$ cat config.mk
export PLATFORM = sky130hd
export DESIGN_NAME = fetch_stage
export DESIGN_NICKNAME = d
export VERILOG_FILES = /design/src/rtl/rv32i_pkg.sv /design/src/rtl/sync_fifo.sv /design/src/rtl/fetch_stage.sv
export SDC_FILE = /design/constraint.sdc
export NUM_CORES = 1
export LEC_CHECK = 0
export BUFFER_PORTS_ARGS = -buffer_cell sky130_fd_sc_hd__buf_2
export CAP_MARGIN = 20
export CORE_ASPECT_RATIO = 0.8
export CORE_MARGIN = 2
export CORE_UTILIZATION = 50
export CTS_BUF_LIST = sky130_fd_sc_hd__clkbuf_8
export CTS_CLUSTER_SIZE = 10
export DETAILED_ROUTE_END_ITERATION = 8
export PLACE_DENSITY = 0.87
export SLEW_MARGIN = 30
export SYNTH_ARGS = -nofsm -noshare
export SYNTH_HDL_FRONTEND = slang
export SYNTH_HIERARCHICAL = 1
export SYNTH_SLANG_ARGS = --single-unit
$ cat constraint.sdc
create_clock -name clk -period 3.5 [get_ports clk]
set_input_delay 1.05 -clock clk [delete_from_list [all_inputs] [get_ports clk]]
set_output_delay 1.05 -clock clk [all_outputs]
set_load 0.02 [all_outputs]
$ cat src/rtl/rv32i_pkg.sv
// Shared RV32I constants, opcode encodings and the fetch-stage state type.
// Latency: n/a (declarations only).
// Backpressure: n/a.
package rv32i_pkg;

   localparam int          XLEN_DEFAULT     = 32;
   localparam logic [31:0] RESET_PC_DEFAULT = 32'h0000_0000;

   localparam logic [6:0] OP_LOAD   = 7'b0000011;
   localparam logic [6:0] OP_STORE  = 7'b0100011;
   localparam logic [6:0] OP_R      = 7'b0110011;
   localparam logic [6:0] OP_I      = 7'b0010011;
   localparam logic [6:0] OP_BRANCH = 7'b1100011;
   localparam logic [6:0] OP_JAL    = 7'b1101111;
   localparam logic [6:0] OP_LUI    = 7'b0110111;
   localparam logic [6:0] OP_AUIPC  = 7'b0010111;

   typedef enum logic [1:0] {
      BOOT  = 2'd0,
      RUN   = 2'd1,
      ERROR = 2'd2
   } fetch_state_t;

endpackage

$ cat src/rtl/sync_fifo.sv
// Generic synchronous FIFO with push, pop, flush and an occupancy count.
// Latency: a pushed entry is visible at the head the cycle after the push.
// Backpressure: push while full is ignored unless a pop frees the slot in the same cycle.
module sync_fifo #(
   parameter int WIDTH = 8,
   parameter int DEPTH = 2
) (
   input  logic                       clk,
   input  logic                       rst_n,
   input  logic                       push,
   input  logic [WIDTH-1:0]           push_dat,
   input  logic                       pop,
   input  logic                       flush,
   output logic [WIDTH-1:0]           head_dat,
   output logic [$clog2(DEPTH+1)-1:0] count
);

   localparam int AW = (DEPTH > 1) ? $clog2(DEPTH) : 1;
   localparam int CW = $clog2(DEPTH + 1);

   logic [WIDTH-1:0] mem_q [DEPTH];
   logic [WIDTH-1:0] mem_d [DEPTH];
   logic [AW-1:0]    rd_q, rd_d;
   logic [AW-1:0]    wr_q, wr_d;
   logic [CW-1:0]    cnt_q, cnt_d;
   logic             do_push, do_pop;

   function automatic logic [AW-1:0] ptr_inc(input logic [AW-1:0] p);
      return (p == AW'(DEPTH - 1)) ? '0 : p + AW'(1);
   endfunction

   // Next pointers/count; flush discards everything including a same-cycle push.
   always_comb begin
      mem_d   = mem_q;
      rd_d    = rd_q;
      wr_d    = wr_q;
      cnt_d   = cnt_q;
      do_pop  = pop && (cnt_q != '0);
      do_push = push && ((cnt_q != CW'(DEPTH)) || do_pop);
      if (flush) begin
         rd_d  = '0;
         wr_d  = '0;
         cnt_d = '0;
      end else begin
         if (do_push) begin
            mem_d[wr_q] = push_dat;
            wr_d        = ptr_inc(wr_q);
         end
         if (do_pop) begin
            rd_d = ptr_inc(rd_q);
         end
         cnt_d = cnt_q + CW'(do_push) - CW'(do_pop);
      end
   end

   // Storage and pointer registers.
   always_ff @(posedge clk or negedge rst_n) begin
      if (!rst_n) begin
         for (int i = 0; i < DEPTH; i++) begin
            mem_q[i] <= '0;
         end
         rd_q  <= '0;
         wr_q  <= '0;
         cnt_q <= '0;
      end else begin
         mem_q <= mem_d;
         rd_q  <= rd_d;
         wr_q  <= wr_d;
         cnt_q <= cnt_d;
      end
   end

   assign head_dat = mem_q[rd_q];
   assign count    = cnt_q;

endmodule

$ cat src/rtl/fetch_stage.sv
// Instruction fetch: owns the PC, requests imem words, buffers responses for decode.
// Latency: an instruction is presented the cycle after its imem response.
// Backpressure: requests stall while outstanding + buffered reaches DEPTH; decode stalls via instr_ready.
module fetch_stage #(
   parameter int              XLEN     = rv32i_pkg::XLEN_DEFAULT,
   parameter logic [XLEN-1:0] RESET_PC = XLEN'(rv32i_pkg::RESET_PC_DEFAULT),
   parameter int              DEPTH    = 2
) (
   input  logic            clk,
   input  logic            rst_n,
   output logic            imem_req_valid,
   input  logic            imem_req_ready,
   output logic [XLEN-1:0] imem_req_addr,
   input  logic            imem_rsp_valid,
   input  logic [31:0]     imem_rsp_data,
   input  logic            redirect_valid,
   input  logic [XLEN-1:0] redirect_target,
   output logic            instr_valid,
   input  logic            instr_ready,
   output logic [31:0]     instr,
   output logic [XLEN-1:0] instr_pc,
   output logic [XLEN-1:0] instr_pc_plus4,
   output logic [6:0]      op_code,
   output logic [2:0]      func3,
   output logic [6:0]      func7,
   output logic            fetch_misaligned
);
   import rv32i_pkg::*;

   localparam int CW = $clog2(DEPTH + 1);
   localparam int FW = 32 + XLEN;

   fetch_state_t    state_q, state_d;
   logic [XLEN-1:0] pc_q, pc_d;
   logic [CW-1:0]   stale_q, stale_d;
   logic            misaligned_q, misaligned_d;

   // The PC-tag queue holds exactly the accepted-but-unanswered requests,
   // so its occupancy is the outstanding count.
   logic [CW-1:0]   outstanding;
   logic [CW-1:0]   out_next;
   logic [CW-1:0]   fifo_count;
   logic [CW:0]     inflight;
   logic [FW-1:0]   fifo_head;
   logic [XLEN-1:0] tag_head;
   logic            req_vld, req_acc;
   logic            rsp_keep, fifo_flush, fifo_pop;

   // Issue decision: no request in BOOT/ERROR, in a redirect cycle, or when the budget is used up.
   always_comb begin
      inflight = {1'b0, outstanding} + {1'b0, fifo_count};
      req_vld  = (state_q == RUN) && !redirect_valid && (inflight < (CW+1)'(DEPTH));
      req_acc  = req_vld && imem_req_ready;
   end

   // Next-state logic for the FSM, PC, stale counter and error flag.
   always_comb begin
      state_d      = state_q;
      pc_d         = pc_q;
      stale_d      = stale_q;
      misaligned_d = misaligned_q;
      rsp_keep     = 1'b0;
      fifo_flush   = 1'b0;
      out_next     = outstanding + CW'(req_acc) - CW'(imem_rsp_valid);
      case (state_q)
         BOOT: begin
            state_d = RUN;
         end
         RUN: begin
            if (req_acc) begin
               pc_d = pc_q + XLEN'(4);
            end
            if (imem_rsp_valid) begin
               if (stale_q != '0) begin
                  stale_d = stale_q - CW'(1);
               end else begin
                  rsp_keep = 1'b1;
               end
            end
            if (redirect_valid) begin
               // Everything still in flight (and this cycle's response) belongs to the old path.
               fifo_flush = 1'b1;
               rsp_keep   = 1'b0;
               if (redirect_target[1:0] == 2'b00) begin
                  pc_d    = redirect_target;
                  stale_d = out_next;
               end else begin
                  misaligned_d = 1'b1;
                  state_d      = ERROR;
               end
            end
         end
         ERROR: begin
            // Sticky until reset; responses are absorbed by the tag queue and dropped.
            state_d = ERROR;
         end
         default: begin
            state_d = BOOT;
         end
      endcase
   end

   // State registers.
   always_ff @(posedge clk or negedge rst_n) begin
      if (!rst_n) begin
         state_q      <= BOOT;
         pc_q         <= RESET_PC;
         stale_q      <= '0;
         misaligned_q <= 1'b0;
      end else begin
         state_q      <= state_d;
         pc_q         <= pc_d;
         stale_q      <= stale_d;
         misaligned_q <= misaligned_d;
      end
   end

   assign fifo_pop = instr_valid && instr_ready;

   sync_fifo #(.WIDTH(XLEN), .DEPTH(DEPTH)) u_tag_q (
      .clk      (clk),
      .rst_n    (rst_n),
      .push     (req_acc),
      .push_dat (pc_q),
      .pop      (imem_rsp_valid),
      .flush    (1'b0),
      .head_dat (tag_head),
      .count    (outstanding)
   );

   sync_fifo #(.WIDTH(FW), .DEPTH(DEPTH)) u_instr_q (
      .clk      (clk),
      .rst_n    (rst_n),
      .push     (rsp_keep),
      .push_dat ({imem_rsp_data, tag_head}),
      .pop      (fifo_pop),
      .flush    (fifo_flush),
      .head_dat (fifo_head),
      .count    (fifo_count)
   );

   assign imem_req_valid   = req_vld;
   assign imem_req_addr    = pc_q;
   assign instr_valid      = (fifo_count != '0);
   assign instr            = instr_valid ? fifo_head[FW-1:XLEN] : 32'h0;
   assign instr_pc         = instr_valid ? fifo_head[XLEN-1:0] : '0;
   assign instr_pc_plus4   = instr_pc + XLEN'(4);
   assign op_code          = instr[6:0];
   assign func3            = instr[14:12];
   assign func7            = instr[31:25];
   assign fetch_misaligned = misaligned_q;

endmodule

==> summary.md, run 1 <==
| Metric | Value |
|---|---|
| Critical path startpoint category | register |
| Crit path kind | reg2out |
| Area leader, netlist | dfrtp_1 |
| DR iter-0 viols | 638 |
| Register bit total from synthesis | 237 |
| Final setup fails | 24 |
| I/O Pins | 218 |
| Tmin final | 3.95 ns |
| Worst-margin pin slew | 0.692 ns |
| Top-area cell type share of the netlist area | 47.2% |
| Proportion of synthesized area in mux cells | 28.7% |
| Antenna violations before repair | 0 |
| Die H | 146 um |
| Hold_buf cts | 0 |
| First-pass GRT wire length | 51100 um |
| Final WS setup | -0.451 ns |
| P_leak | 7.87 nW |
| RSZ-0062 raised after global routing | yes |
| Clock skew | 0.0215 ns |
| Syn. warnings | 6 |
| Worst skew pair latency | 0.54 ns |
| Max_cap viols | 0 |
| Max VDD drop | 0.437 mV |
| Clk sink count | 237 |
| Post-synthesis sequential area ratio | 47.2% |
| Share of total power in combinational logic | 42.9% |
| Total power draw | 11.7 mW |
| CP endpoint kind | output pin |
| Final Slew Violations | 0 |
| Slew HR | 53.9% |
| Distinct cells, synth | 62 |
| Drt pass-1 iters | 5 |
| Routed Wire Length | 32600 um |
| Endpoints failing hold | 0 |
| Worst EP arrival | 2.90 ns |
| Largest family of logic cells by synthesized area | multiplexers |
| Status | finished, violations left |
| Failing checks | setup timing |
| Clk network pwr share | 21.2% |
| Top-count cell post-synth | dfrtp_1 |
| CTS Buf Count | 39 |
| Max Root-Sink Buffers | 3 |
| Root Buffer | clkbuf_8 |
| Nets@finish | 1352 |
| Top_reg_cell synth | dfrtp_1 |
| Largest net degree at the start of global routing | 88 |
| Area added between synthesis and finish | 24.1% |
| Mean Syn Cell Area | 12.4 um^2 |
| CP max stage delay | 0.47 ns |
| Total track usage | 24.0% |
| Switch share | 37.7% |
| H-tree levels | 2 |
| F_max | 253 MHz |
| Worst path slowest cell | dfrtp_2 |
| Sequential power share | 35.9% |
| PwrDens | 751 nW/um^2 |
| Via density | 5.66 |
| Post-Synthesis Cells | 1013 |
| Compound-cell area share of the yosys netlist | 4.91% |
| CTS tree | done |
| Simple logic cell fraction of the synthesized area | 11.2% |
| Synth top area cells | dfrtp_1 (47%), mux2_2 (17%), mux2_4 (11%) |
| CP Cell Sequence | buf_4, buf_12, mux2_4, nand4_1, nor4_4, nand4_1, buf_6, nor3_4, xor2_2, buf_6 |
| DRT antenna net count | 0 |
| Sw Pwr | 4.42 mW |
| Post-synth top cells | dfrtp_1 (237), mux2_2 (194), mux2_4 (90), and2_1 (66), nor2_1 (39) |
| Initial core utilization | 51.3% |
| Post-synth ARST share | 100% |
| Fin crit share | 113% |
| Vias in the first global route | 9447 |
| Crit path buffers/inverters | 4 |
| Die W | 181 um |
| Avg WL per Cell | 20.1 um |
| CP Data Required Time | 2.45 ns |
| Ant diodes | 0 |
| Core Area | 24500 um^2 |
| Hold Slack | 0.480 ns |
| Clk slew on worst S/H paths | 0.06 ns |
| Post-Syn Area | 12600 um^2 |
| Total grt overflow | 0 |
| DR vias | 9160 |
| Synth Area in XOR/XNOR | 2.51% |
| Layout cell share with drive strength beyond 1 | 53.1% |
| Peak fanout along the critical path | 5 |
| Adder-Cell Fraction of Synth Area | 1.16% |
| Site Rows | 51 |
| Hold Crit Class | reg2reg |
| Drt drc | 0 |
| CP top delay family | simple AND/OR/NAND/NOR gates |
| EDFF count, synth | 0 |
| Die area | 26400 um^2 |
| Detailed Place HPWL | 21800 um |
| RePlAce Congestion | 0.925 |
| Port bufs | 217 |
| P_int | 7.29 mW |
[flip-flops by register name (all words and copies together), names as in the netlist, 2 cells and up]
signal,count
u_instr_q/mem_q,128
u_tag_q/mem_q,64
imem_req_addr,32
stale_q,2
state_q,2
u_instr_q/count,2
u_tag_q/count,2
[timing repair]
item | CTS | global route
resized for setup | 82 | 29
endpoints found under the hold margin | 0 | 0
pin swaps | 18 | 11
setup endpoints to repair | 26 | 49
cloned | 1 | 1
buffers inserted | 15 | 5
[cell type report]
class | count | area [um^2]
inverter | 21 | 86.3
multi-input combinational | 686 | 6510
timing repair buffer | 286 | 1870
sequential | 237 | 5930
fill | 1857 | 8910
clock buffer | 50 | 688
clock inverter | 19 | 111
tap | 318 | 398
[per-stage QoR]
step	utilization, %	setup TNS, ns	instances	setup WS [ns]	instance area (um^2)
global placement	57.7	0	1527	0.0392	14100
global route	63.7	-8.86	1617	-0.545	15600
detailed placement	57.7	-0.0854	1527	-0.0342	14100
floorplan	-	-0.0466	1018	-0.0466	12700
CTS	62.9	-6.04	1612	-0.434	15400
finish	63.7	-6.78	1617	-0.451	15600
[kinds of logic (layout without fill, tap and decap cells)]
| family | after synthesis | after routing |
|---|---|---|
| other | 1 | 6 |
| muxes | 290 | 290 |
| buffers and inverters | 95 | 376 |
| xor gates and xnor gates | 36 | 36 |
| adders and majority gates | 11 | 11 |
| and+or+nand+nor | 249 | 249 |
| DFF | 237 | 237 |
| AOI/OAI and AO/OA | 94 | 94 |
[power groups by stage]
stage / combinational, mW / clock [mW] / sequential (mW)
floorplan: 3.43 / 0 / 4.11
global placement: 4.51 / 0 / 4.17
detailed placement: 4.64 / 0 / 4.23
CTS: 4.94 / 2.53 / 4.19
global route: 5.37 / 2.67 / 4.30
finish: 5.03 / 2.48 / 4.20
[final timing paths]
path | depth (start not counted) | slack, ns | to | from
max in group asynchronous | 2 | 2.22 | u_instr_q/mem_q[21]$_DFFE_PN0P_ | rst_n
hold reg to reg | 1 | 0.48 | fetch_misaligned$_DFFE_PN0P_ | fetch_misaligned$_DFFE_PN0P_
hold / removal | 1 | 0.48 | fetch_misaligned$_DFFE_PN0P_ | fetch_misaligned$_DFFE_PN0P_
setup / recovery | 10 | -0.45 | instr_pc_plus4[30] | u_instr_q/rd_q$_DFFE_PN0P_
setup reg to reg | 13 | 0.27 | stale_q[1]$_DFFE_PN0N_ | u_instr_q/count[0]$_DFF_PN0_
min in group asynchronous | 1 | 0.50 | imem_req_addr[1]$_DFFE_PN0P_ | rst_n
[per-layer routing]
layer	routed length [um]	vias to the layer above	track usage, %
met5	0	-	0
met4	571	0	5.93
met3	2180	66	6.26
met2	16100	344	40.3
met1	13700	4618	31.2
li1	-	4132	-
[cell usage in the layout, fill, tap and decap left out, types with 12 or more instances in the layout]
master	count
mux2_4	99
and2_1	63
clkbuf_8	50
nand3_1	23
inv_1	28
a21oi_1	19
nor2_1	30
xor2_1	12
buf_4	69
buf_2	194
nand2_1	29
xnor2_1	15
o21ai_0	21
mux2_2	185
nand4_1	16
dfrtp_1	234
and3_1	18
[worst reg2reg max path, stage by stage, from the launching register on]
cell and delay (ns):
dfrtp_2 0.42, buf_4 0.20, and2_1 0.17, fa_1 0.48, nor4b_4 0.36, buf_4 0.18, and2_1 0.22, inv_1 0.12
ha_1 0.29, inv_1 0.05, ha_1 0.18, xor2_1 0.15, xnor2_1 0.18, o21ai_0 0.11
Power figures use the tool's default switching activity.
==> inputs of run 2 (changes only) <==
--- a/config.mk
+++ b/config.mk
@@ -13,7 +13,7 @@
 export CTS_BUF_LIST = sky130_fd_sc_hd__clkbuf_8
 export CTS_CLUSTER_SIZE = 10
 export DETAILED_ROUTE_END_ITERATION = 8
-export PLACE_DENSITY = 0.87
+export PLACE_DENSITY = 0.84
 export SLEW_MARGIN = 30
 export SYNTH_ARGS = -nofsm -noshare
 export SYNTH_HDL_FRONTEND = slang
==> constraint.sdc (replaced) <==
create_clock -name clk -period 4.9 [get_ports clk]
set_input_delay 0.98 -clock clk [delete_from_list [all_inputs] [get_ports clk]]
set_output_delay 0.98 -clock clk [all_outputs]
set_load 0.02 [all_outputs]
==> run 2 against run 1 <==
  * The flow now finishes without violations
  * Hold slack worse by 0.034 ns
  * Register-to-register slack better by 0.69 ns
  * Flip-flop and latch count unchanged
  * Clock power down 24%
  * Sequential share of layout area up 2.5 points
  * Cell area down 6.1%
  * Clock skew up 0.0081 ns
  * Core utilization down 3.9 points
  * Critical endpoint unchanged
  * Highest routed layer unchanged
==> summary.md, run 2 (synthesis gave the netlist of run 1 again) <==
| Metric | Value |
|---|---|
| Status | finished clean |
| Slew HR | 36.0% |
| Die H | 146 um |
| DRT antenna net count | 0 |
| Via density | 5.76 |
| Most common cell after layout, fill and taps aside | dfrtp_1 |
| Fin Setup TNS | 0 ns |
| Final non-filler cell total | 1565 |
| Routed Wire Length | 31000 um |
| Nets@finish | 1302 |
| Drt pass-1 iters | 5 |
| Fin util | 59.8% |
| Site Rows | 51 |
| Reg2Reg Setup Slack | 0.96 ns |
| CTS tree | done |
| P_leak | 7.40 nW |
| Peak fanout along the critical path | 19 |
| Critical path startpoint category | register |
| Post-place instance area | 13800 um^2 |
| RePlAce Congestion | 0.904 |
| Max reg flops | 128 |
| Tmin final | 4.70 ns |
| Fin crit share | 95.9% |
| CP endpoint kind | output pin |
| Endpoints failing hold | 0 |
| Final Slew Violations | 0 |
| Ant diodes | 0 |
| Pre-CTS setup slack | 0.726 ns |
| Total grt overflow | 0 |
| Total track usage | 23.3% |
| Die W | 181 um |
| Avg WL per Cell | 19.8 um |
| Clock skew | 0.0296 ns |
| Clk slew on worst S/H paths | 0.06 ns |
| PwrDens | 552 nW/um^2 |
| Detailed Place HPWL | 21000 um |
| Worst skew pair latency | 0.54 ns |
| Largest net degree at the start of global routing | 113 |
| DR vias | 9021 |
| First-pass GRT wire length | 49800 um |
| Die area | 26400 um^2 |
| Crit path kind | reg2out |
| I/O Pins | 218 |
| Fin area | 14600 um^2 |
| F_max | 213 MHz |
| Worst r2r dst | u_instr_q/mem_q[63]$_DFFE_PN0P_ |
| Vias in the first global route | 9123 |
| Largest reg by FF count | u_instr_q/mem_q |
| Most frequent cells in the layout | dfrtp_1 (235), buf_2 (216), mux2_2 (194), mux2_4 (90), and2_1 (66) |
| Layout cell share with drive strength beyond 1 | 47.2% |
| Final WS setup | 0.203 ns |
| Root Buffer | clkbuf_8 |
| Worst-margin pin slew | 0.957 ns |
| Worst EP arrival | 3.72 ns |
| CP startpoint | u_instr_q/count[1]$_DFF_PN0_ |
| Area added between synthesis and finish | 16.6% |
| Clk sink count | 237 |
| CTS Buf Count | 39 |
| Port bufs | 217 |
| DR iter-0 viols | 712 |
| CP Data Required Time | 3.92 ns |
| Max VDD drop | 0.298 mV |
| Initial core utilization | 51.3% |
| Core Area | 24500 um^2 |
| Max_cap viols | 0 |
| Antenna violations before repair | 0 |
| H-tree levels | 2 |
| Hold Crit Class | in2async |
| Max Root-Sink Buffers | 3 |
| Final setup fails | 0 |
| Drt drc | 0 |
| Crit Reg-Reg Startpoint | u_instr_q/count[1]$_DFF_PN0_ |
| R2R depth | 9 |
| Dpl cells | 1494 |
[run 2: repair_timing]
action | 4_1_cts | 5_1_grt
hold buffers | 0 | 0
setup endpoints to repair | 0 | 3
setup buffers | 0 | 3
resized for setup | 0 | 2
[run 2: how the worst max path moves through the flow]
| stage | end | slack, ns | cells past startpoint |
|---|---|---|---|
| 6_report | instr_pc_plus4[30] | 0.20 | 13 |
| 5_1_grt | instr_pc_plus4[30] | -0.01 | 13 |
| 4_1_cts | instr_pc_plus4[30] | 0.14 | 12 |
| 3_5_place_dp | instr_pc_plus4[30] | 0.73 | 12 |
| 3_3_place_gp | instr_pc_plus4[30] | 0.85 | 9 |
| 2_1_floorplan | instr_pc_plus4[30] | 0.79 | 11 |
[run 2: final cells by class]
| cell class | instances | area [um^2] |
|---|---|---|
| well taps | 318 | 398 |
| clock buffers | 51 | 702 |
| multi-input cells | 686 | 6120 |
| clock inverters | 16 | 145 |
| repair buffers | 236 | 1270 |
| inverters | 21 | 78.8 |
| fillers | 1991 | 9850 |
| flip-flops and latches | 237 | 5930 |
[run 2: layer usage]
layer,routed length (um),vias up,track usage (%),part of all wire [%]
li1,-,4026,-,-
met1,13700,4547,32.5,44
met2,14500,376,36.7,47
met3,2010,72,4.38,6.5
met4,832,0,8.37,2.7
met5,0,-,0,0
[run 2: report_power, final]
group | internal, mW | leakage [nW] | switching (mW)
clock | 1.09 | 0.470 | 0.790
combinational | 1.46 | 3.83 | 1.73
sequential | 2.52 | 3.10 | 0.501
[run 2: through the flow]
step | power [mW] | hold slack [ns]
6_report | 8.09 | 0.446
5_1_grt | 8.56 | 0.470
4_1_cts | 8.13 | 0.452
3_5_place_dp | 6.22 | 0.464
3_3_place_gp | 6.09 | 0.455
2_1_floorplan | 5.29 | 0.450
[run 2: worst max-delay path, cell delays in order, from the launching register on]
cell and delay, ns:
dfrtp_1 0.56, nor2_1 0.09, buf_4 0.17, clkinv_1 0.25, nand2_1 0.14, inv_1 0.10, ha_1 0.23, nand4_1 0.27
nor4_4 0.29, buf_4 0.21, nand4_1 0.27, nor3_1 0.28, xor2_1 0.16, buf_2 0.18
==> inputs of run 3 (changes only) <==
--- a/config.mk
+++ b/config.mk
@@ -6,7 +6,7 @@
 export NUM_CORES = 1
 export LEC_CHECK = 0
 export BUFFER_PORTS_ARGS = -buffer_cell sky130_fd_sc_hd__buf_2
-export CAP_MARGIN = 20
+export CAP_MARGIN = 15
 export CORE_ASPECT_RATIO = 0.8
 export CORE_MARGIN = 2
 export CORE_UTILIZATION = 50
@@ -14,6 +14,7 @@
 export CTS_CLUSTER_SIZE = 10
 export DETAILED_ROUTE_END_ITERATION = 8
 export PLACE_DENSITY = 0.84
+export SETUP_SLACK_MARGIN = 0.5
 export SLEW_MARGIN = 30
 export SYNTH_ARGS = -nofsm -noshare
 export SYNTH_HDL_FRONTEND = slang
==> run 3 against run 2 <==
  * Flip-flop and latch count unchanged
  * Hold slack lost 0.0042 ns
  * Maximum frequency is 9.2% higher
  * Sequential share of layout area down 0.081 points
  * Core utilization is 0.16 points higher
  * Clock-buffer cell count did not move
  * Sequential power is essentially flat
  * Combinational power is 1% higher
  * Register-to-register slack gained 0.36 ns
  * Highest routed layer unchanged
==> summary.md, run 3 (synthesis gave the netlist of run 1 again) <==
| Metric | Value |
|---|---|
| Most frequent cells in the layout | dfrtp_1 (234), buf_2 (216), mux2_2 (194), mux2_4 (90), and2_1 (66) |
| Die H | 146 um |
| Initial core utilization | 51.3% |
| PwrDens | 552 nW/um^2 |
| Core Area | 24500 um^2 |
| Layout cell share with drive strength beyond 1 | 47.6% |
| Clock skew | 0.0281 ns |
| DRT antenna net count | 0 |
| Status | finished clean |
| Clk slew on worst S/H paths | 0.06 ns |
| First-pass GRT wire length | 50000 um |
| DR vias | 8984 |
| Avg WL per Cell | 19.8 um |
| Max_cap viols | 0 |
| Endpoints failing hold | 0 |
| Max Root-Sink Buffers | 3 |
| RePlAce Congestion | 0.904 |
| Vias in the first global route | 9131 |
| Drt pass-1 iters | 5 |
| Die area | 26400 um^2 |
| Detailed Place HPWL | 21000 um |
| Drt drc | 0 |
| P_leak | 7.41 nW |
| I/O Pins | 218 |
| Via density | 5.73 |
| Fillers | 1984 |
| DR iter-0 viols | 652 |
| Total track usage | 23.4% |
| Worst skew pair latency | 0.54 ns |
| Most common cell after layout, fill and taps aside | dfrtp_1 |
| Hold_buf cts | 0 |
| Largest reg by FF count | u_instr_q/mem_q |
| Worst-margin pin slew | 0.995 ns |
| Final setup fails | 0 |
| Worst EP arrival | 3.32 ns |
| Hold Slack | 0.441 ns |
| Total grt overflow | 0 |
| Max reg flops | 128 |
| CP Data Required Time | 3.92 ns |
| Site Rows | 51 |
| Critical path startpoint category | register |
| Largest net degree at the start of global routing | 113 |
| Fin Setup TNS | 0 ns |
| Final Slew Violations | 0 |
| Port bufs | 217 |
| Hold Crit Class | in2async |
| CTS Buf Count | 39 |
| Fin crit share | 87.8% |
| Antenna violations before repair | 0 |
| Nets@finish | 1304 |
| Total power draw | 8.11 mW |
| Routed Wire Length | 31000 um |
| Root Buffer | clkbuf_8 |
| Die W | 181 um |
| Slew HR | 33.4% |
| RSZ-0062 raised after global routing | yes |
| H-tree levels | 2 |
| Area added between synthesis and finish | 16.9% |
| Clk sink count | 237 |
| Ant diodes | 0 |
| Fin util | 59.9% |
| Max VDD drop | 0.298 mV |
| Crit path kind | reg2out |
| Tmin final | 4.30 ns |
| F_max | 233 MHz |
| CP endpoint kind | output pin |
| Peak fanout along the critical path | 22 |
| CTS tree | done |
[run 3: cell count changes in the layout (fill, tap and decap cells not counted), sizes merged]
cell and delta:
buf +2
[run 3: final cells by class]
cell class	count	area [um^2]	share of cell area, %
inverter	21	80.1	0.545
sequential	237	5940	40.4
clock buffer	51	702	4.78
tap	318	398	2.71
timing repair buffer	238	1290	8.79
clock inverter	16	145	0.988
multi-input combinational	686	6130	41.8
[run 3: final timing paths]
kind	startpoint	to	slack, ns	depth (start not counted)
max	u_instr_q/rd_q$_DFFE_PN0P_	instr_pc_plus4[24]	0.60	11
max reg2reg	u_instr_q/count[0]$_DFF_PN0_	u_instr_q/mem_q[63]$_DFFE_PN0P_	1.32	9
max in group asynchronous	rst_n	u_tag_q/mem_q[61]$_DFFE_PN0P_	3.37	2
min reg2reg	fetch_misaligned$_DFFE_PN0P_	fetch_misaligned$_DFFE_PN0P_	0.47	1
min	rst_n	u_tag_q/mem_q[32]$_DFFE_PN0P_	0.44	1
min in group clk	fetch_misaligned$_DFFE_PN0P_	fetch_misaligned$_DFFE_PN0P_	0.47	1
[run 3: routing by layer]
metal | GRT usage (%) | vias to the layer above | routed length [um]
met5 | 0 | - | 0
met4 | 8.33 | 0 | 826
met3 | 4.38 | 74 | 2260
met2 | 36.8 | 401 | 14500
met1 | 32.6 | 4489 | 13400
li1 | - | 4020 | -
[run 3: critical path, stage by stage, from the launching register on]
cell and delay (ns):
dfrtp_4 0.62, mux2_2 0.31, nand2_1 0.08, inv_1 0.10
ha_1 0.23, nand4_1 0.25, nor4_4 0.33, buf_4 0.22
nand3_1 0.14, nor2_1 0.16, xor2_1 0.16, buf_2 0.18
[run 3: per-stage QoR]
| step | instance area [um^2] | worst slack, ns | std cells |
|---|---|---|---|
| after floorplan | 12600 | 0.787 | 1018 |
| after global placement | 13800 | 0.850 | 1494 |
| after detailed placement | 13800 | 0.726 | 1494 |
| after CTS | 14600 | 0.544 | 1564 |
| after global routing | 14700 | 0.453 | 1567 |
| final | 14700 | 0.599 | 1567 |
[run 3: what timing repair did]
| item | 4_1_cts | 5_1_grt |
|---|---|---|
| setup endpoints to repair | 8 | 6 |
| pin swaps | 2 | 2 |
| gates resized for setup | 7 | 2 |
| setup buffers | 3 | 2 |
| hold endpoints to repair | 0 | 0 |
[run 3: where the power goes]
| part | total (mW) | switching (mW) | internal (mW) |
|---|---|---|---|
| combinational | 3.23 | 1.75 | 1.48 |
| sequential | 3.01 | 0.486 | 2.52 |
| clock | 1.87 | 0.786 | 1.09 |
| total | 8.11 | 3.02 | 5.09 |
